### src/rtl/id_gen.sv
// Serializes "<letter><decimal digits><SEP>" as a valid/ready byte stream.
// The binary number is converted to BCD by shift-add-3, one bit per clock.
module id_gen #(
  parameter int unsigned NUM_W  = 10,
  parameter int unsigned DIGITS = 4,
  parameter logic [7:0]  SEP    = 8'h20
) (
  input  logic             clk,
  input  logic             rst_n,
  input  logic             start,
  input  logic [7:0]       letter,
  input  logic [NUM_W-1:0] num,
  input  logic             ready,
  output logic [7:0]       char,
  output logic             char_valid,
  output logic             busy,
  output logic             done,
  output logic             err
);

  localparam int unsigned BCD_W = 4 * DIGITS;
  localparam int unsigned CNT_W = $clog2(NUM_W + 1);
  localparam int unsigned IDX_W = (DIGITS > 1) ? $clog2(DIGITS) : 1;

  typedef enum logic [2:0] {
    S_IDLE, S_CONV, S_EMIT_L, S_EMIT_D, S_EMIT_S
  } state_t;

  state_t             state_q, state_d;
  logic [7:0]         letter_q, letter_d;
  logic [NUM_W-1:0]   num_q, num_d;
  logic [BCD_W-1:0]   bcd_q, bcd_d;
  logic [CNT_W-1:0]   cnt_q, cnt_d;
  logic [IDX_W-1:0]   idx_q, idx_d;
  logic [7:0]         char_d;
  logic               char_valid_d, busy_d, done_d, err_d;

  logic [BCD_W-1:0]   bcd_adj, bcd_shift;
  logic [IDX_W-1:0]   lead;
  logic               xfer;

  function automatic logic letter_ok(input logic [7:0] l);
    return ((l >= 8'h41) && (l <= 8'h5A)) || ((l >= 8'h61) && (l <= 8'h7A));
  endfunction

  function automatic logic [3:0] digit_at(input logic [BCD_W-1:0] b,
                                          input logic [IDX_W-1:0] i);
    return b[int'(i) * 4 +: 4];
  endfunction

  assign xfer = char_valid & ready;

  // One double-dabble step and the most significant nonzero digit of its result
  always_comb begin
    bcd_adj = bcd_q;
    for (int unsigned i = 0; i < DIGITS; i++) begin
      if (bcd_q[i*4 +: 4] >= 4'd5) bcd_adj[i*4 +: 4] = bcd_q[i*4 +: 4] + 4'd3;
    end
    bcd_shift = {bcd_adj[BCD_W-2:0], num_q[NUM_W-1]};
    lead = '0;
    for (int unsigned i = 0; i < DIGITS; i++) begin
      if (bcd_shift[i*4 +: 4] != 4'd0) lead = IDX_W'(i);
    end
  end

  // Next-state and next-output logic
  always_comb begin
    state_d      = state_q;
    letter_d     = letter_q;
    num_d        = num_q;
    bcd_d        = bcd_q;
    cnt_d        = cnt_q;
    idx_d        = idx_q;
    char_d       = char;
    char_valid_d = char_valid;
    done_d       = 1'b0;
    err_d        = 1'b0;

    unique case (state_q)
      S_IDLE: begin
        if (start) begin
          if (letter_ok(letter)) begin
            letter_d = letter;
            num_d    = num;
            bcd_d    = '0;
            cnt_d    = '0;
            state_d  = S_CONV;
          end else begin
            err_d = 1'b1;
          end
        end
      end
      S_CONV: begin
        bcd_d = bcd_shift;
        num_d = {num_q[NUM_W-2:0], 1'b0};
        cnt_d = cnt_q + CNT_W'(1);
        if (cnt_q == CNT_W'(NUM_W - 1)) begin
          idx_d        = lead;
          char_d       = letter_q;
          char_valid_d = 1'b1;
          state_d      = S_EMIT_L;
        end
      end
      S_EMIT_L: begin
        if (xfer) begin
          char_d  = {4'h3, digit_at(bcd_q, idx_q)};
          state_d = S_EMIT_D;
        end
      end
      S_EMIT_D: begin
        if (xfer) begin
          if (idx_q == '0) begin
            char_d  = SEP;
            state_d = S_EMIT_S;
          end else begin
            idx_d  = idx_q - IDX_W'(1);
            char_d = {4'h3, digit_at(bcd_q, idx_q - IDX_W'(1))};
          end
        end
      end
      S_EMIT_S: begin
        if (xfer) begin
          char_d       = 8'h00;
          char_valid_d = 1'b0;
          done_d       = 1'b1;
          state_d      = S_IDLE;
        end
      end
      default: state_d = S_IDLE;
    endcase

    busy_d = (state_d != S_IDLE);
  end

  always_ff @(posedge clk or negedge rst_n) begin
    if (!rst_n) begin
      state_q    <= S_IDLE;
      letter_q   <= '0;
      num_q      <= '0;
      bcd_q      <= '0;
      cnt_q      <= '0;
      idx_q      <= '0;
      char       <= '0;
      char_valid <= 1'b0;
      busy       <= 1'b0;
      done       <= 1'b0;
      err        <= 1'b0;
    end else begin
      state_q    <= state_d;
      letter_q   <= letter_d;
      num_q      <= num_d;
      bcd_q      <= bcd_d;
      cnt_q      <= cnt_d;
      idx_q      <= idx_d;
      char       <= char_d;
      char_valid <= char_valid_d;
      busy       <= busy_d;
      done       <= done_d;
      err        <= err_d;
    end
  end

endmodule

### config.mk
export PLATFORM = sky130hd
export DESIGN_NAME = id_gen
export DESIGN_NICKNAME = d
export VERILOG_FILES = /design/src/rtl/id_gen.sv
export SDC_FILE = /design/constraint.sdc
export NUM_CORES = 1
export LEC_CHECK = 0
export ABC_AREA = 0
export CORE_MARGIN = 2
export CORE_UTILIZATION = 58
export CTS_BUF_LIST = sky130_fd_sc_hd__clkbuf_2
export DETAILED_ROUTE_END_ITERATION = 6
export PLACE_DENSITY_LB_ADDON = 0.1
export SLEW_MARGIN = 0
export SYNTH_ARGS = -nofsm -noshare
export SYNTH_HDL_FRONTEND = slang
export SYNTH_SLANG_ARGS = --single-unit
### constraint.sdc
create_clock -name clk -period 2.4 [get_ports clk]
set_input_delay 0.24 -clock clk [delete_from_list [all_inputs] [get_ports clk]]
set_output_delay 0.24 -clock clk [all_outputs]
set_load 0.01 [all_outputs]
==> metrics.md <==
| Metric | Value |
|---|---|
| Outcome | finished, final reports clean |
| Skew final | 0.0189 ns |
| Post-CTS setup buffer count | 0 |
| Fmax | 0.460 GHz |
| Syn_area_per_cell | 9.49 µm² |
| Static Leak | 1.57 nW |
| Congestion Overflow GR | 0 |
| Fin Setup TNS | 0 ns |
| TritonCTS clock tree | built |
| FP Rows | 26 |
| Cell Area, Placed | 3510 µm² |
| CP Buf/Inv Count | 1 |
| Total wire length | 6.63 mm |
| Commonest non-fill, non-tap cell in the layout | dfrtp_1 |
| IO Count | 34 |
| Pin count of the biggest net entering global routing | 43 |
| Worst Max-Slew Pin Slew | 0.916 ns |
| CTS Buffer Depth | 2 |
| Max FO, Critical Path | 19 |
| Worst vdd ir | roughly 400 µV |
| Clock slew at reported path FFs | 0.28 ns |
| Remaining antenna violation count after routing | 0 |
| Power Density | 383 nW/µm² |
| Cell family with most CP delay | simple AND/OR/NAND/NOR gates |
| Clock latency on the worst-skew pair | 0.47 ns |
| Clk sink count | 55 |
| Initial antenna violation count | 0 |
| Routed WL per cell | 15.3 µm |
| Worst EP arrival | 2.58 ns |
| Post-layout min period | approximately 2.2 ns |
| # setup viols final | 0 |
| Vias/cell | around 5.8 |
| CTS buffer count | 5 |
| Register area | between 1000 and 1500 µm² |
| Critical-path top delay cell | nor4_4 |
| Post-Layout Inst Area | 3560 µm² |
| Ys async rst share | 100% |
| Crit Path Class | flop to flop |
| Antenna cells | 0 |
| Root Driver | clkbuf_2 |
| Max-slew headroom | 38.5% |
| Hold Buf Count CTS | 1 |
| Crit path capture type | flop |
| Port Buffers | 33 |
| Die Ht | between 70 and 80 µm |
| Crit start category | flop |
| Largest stage delay on the critical path | 0.84 ns |
| CORE AREA | 5140 µm² |
| Cts repair resizes | 0 |
| Syn Inst Count | 328 |
| Post-synthesis sequential area ratio | ~44% |
| Count of final hold-check violations | 0 |
| Cells along the critical path | clkinv_2, nand3_2, nor4_4, o21ai_0, a32o_1 |
| Via count | about 2500 |
| Ys flop type | dfrtp_1 |
| Die width | roughly 77 µm |
| Worst hold path type | primary input to async pin |
| Tot GR Track Use | 24.5% |
| H-Tree Depth | 2 |
| Most frequent cells in the layout | 55 x dfrtp_1, 44 x nand2_1, 32 x clkdlybuf4s50_1, 24 x nor2_1, 21 x a21oi_1 |
| Final hold slack | 0.0702 ns |
| Routability-driven placement congestion ratio | 0.843 |
| Initial Utilization | 60.6% |
| 1st-pass router iterations | 4 |
| Hpwl dp | 4.88 mm |
| Multi-input logic area | ~1600 µm² |
| Global-route wire length before repair | 11.8 mm |
| Tcrit/Tclk final | 90.6% |
| Filler instances | 439 |
| EDFF count, synth | 0 |
| RSZ-0062 raised after global routing | no |
| Final net count | 396 |
| YS warnings | 0 |
| Residual DRC count | 0 |
| Cell variety after synth | 50 |
| Max-cap violation count | 0 |
| Post-synth net total | between 300 and 400 |
| Area Overhead vs Synth | 14.4% |
| Full die area | between 5000 and 6000 µm² |
| Required @ worst endpoint | around 2.8 ns |
| Syn Std Cell Area | 3110 µm² |
| Vias in the first global route | 2557 |
| Max-slew violation count | 0 |
| FF+latch count, synth | 55 |
| Fraction of layout cells with a size suffix above 1 | 10.4% |
| Initial DRC Count | ~150 |
## final timing paths
path / startpoint / to / slack (ns) / cells after the start
hold reg to reg: letter_q[6] / letter_q[6] / 0.52 / 1
max in group asynchronous: rst_n / char[0] / 1.79 / 3
hold / removal: rst_n / char[5] / 0.07 / 2
min in group clk: num[0] / num_q[0] / 0.25 / 3
setup reg to reg: state_q[0] / bcd_q[3] / 0.23 / 5
setup / recovery: state_q[0] / bcd_q[3] / 0.23 / 5
## worst reg2reg max path: cells and delay by family (launching register included)
family / cells / cell delay, ns
compound gates: 2 / 0.48
buf+inv: 1 / 0.16
flops: 1 / 0.54
simple gates: 2 / 0.96
## sequential cells by signal, summed over array words and instances (netlist names)
signal      flops
bcd_q          16
num_q          10
char            8
letter_q        8
cnt_q           4
state_q         3
idx_q           2
busy            1
char_valid      1
done            1
err             1
## layer usage
metal / vias up / global-route usage, % / part of all wire, %
li1: 1243 / - / -
met1: 1222 / 32.9 / 44
met2: 57 / 40.1 / 49
met3: 7 / 4.59 / 4.8
met4: 0 / 8.39 / 1.4
met5: - / 0 / 0
## Yosys cell counts, types with 5 or more instances
cell type / count / share of area [%]
o22ai_1: 9 / 1.8
nor3_1: 12 / 1.9
o31ai_1: 6 / 1.4
inv_1: 11 / 1.3
nand2b_1: 9 / 1.8
nand3_1: 18 / 2.9
and2_1: 6 / 1.2
nor3b_1: 5 / 1.2
nor2_1: 24 / 2.9
mux4_2: 8 / 5.8
o21ai_1: 16 / 2.6
o21ai_0: 11 / 1.8
a21oi_1: 21 / 3.4
dfrtp_1: 55 / 44
ha_1: 11 / 4.4
nand2_1: 44 / 5.3
## kinds of logic (layout without fill, tap and decap cells)
family	Yosys count	in the layout	synth area share (%)
fa+ha+maj	11	11	4.42
flops	55	55	44.2
compound gates	78	78	15.6
simple gates	140	140	23.1
mux	11	11	6.75
xor+xnor	5	5	1.41
buf+inv	28	64	4.54
## cell type report
cell class	instances	area share [%]
Multi-Input combinational cell	245	44.8
Sequential cell	55	38.6
Timing Repair Buffer	44	11.5
Tap cell	70	2.46
Inverter	12	1.30
Clock buffer	5	0.702
Clock inverter	3	0.562
## per-stage QoR
stage | utilization, % | worst slack [ns] | instances | power, mW
global placement | 68.2 | 0.108 | 425 | 1.01
global route | 69.3 | 0.0648 | 434 | 1.42
detailed placement | 68.2 | 0.0418 | 425 | 1.01
floorplan | - | 0.599 | 328 | 0.950
CTS | 69.3 | 0.224 | 434 | 1.38
finish | 69.3 | 0.227 | 434 | 1.36
## power by group
| part | internal, mW | switching (mW) | total, mW |
|---|---|---|---|
| Sequential | 0.929 | 0 | 0.929 |
| Combinational | 0.0343 | 0.0288 | 0.0630 |
| Clock | 0.0701 | 0.300 | 0.370 |
No activity file was read; power rests on OpenSTA's default activity.
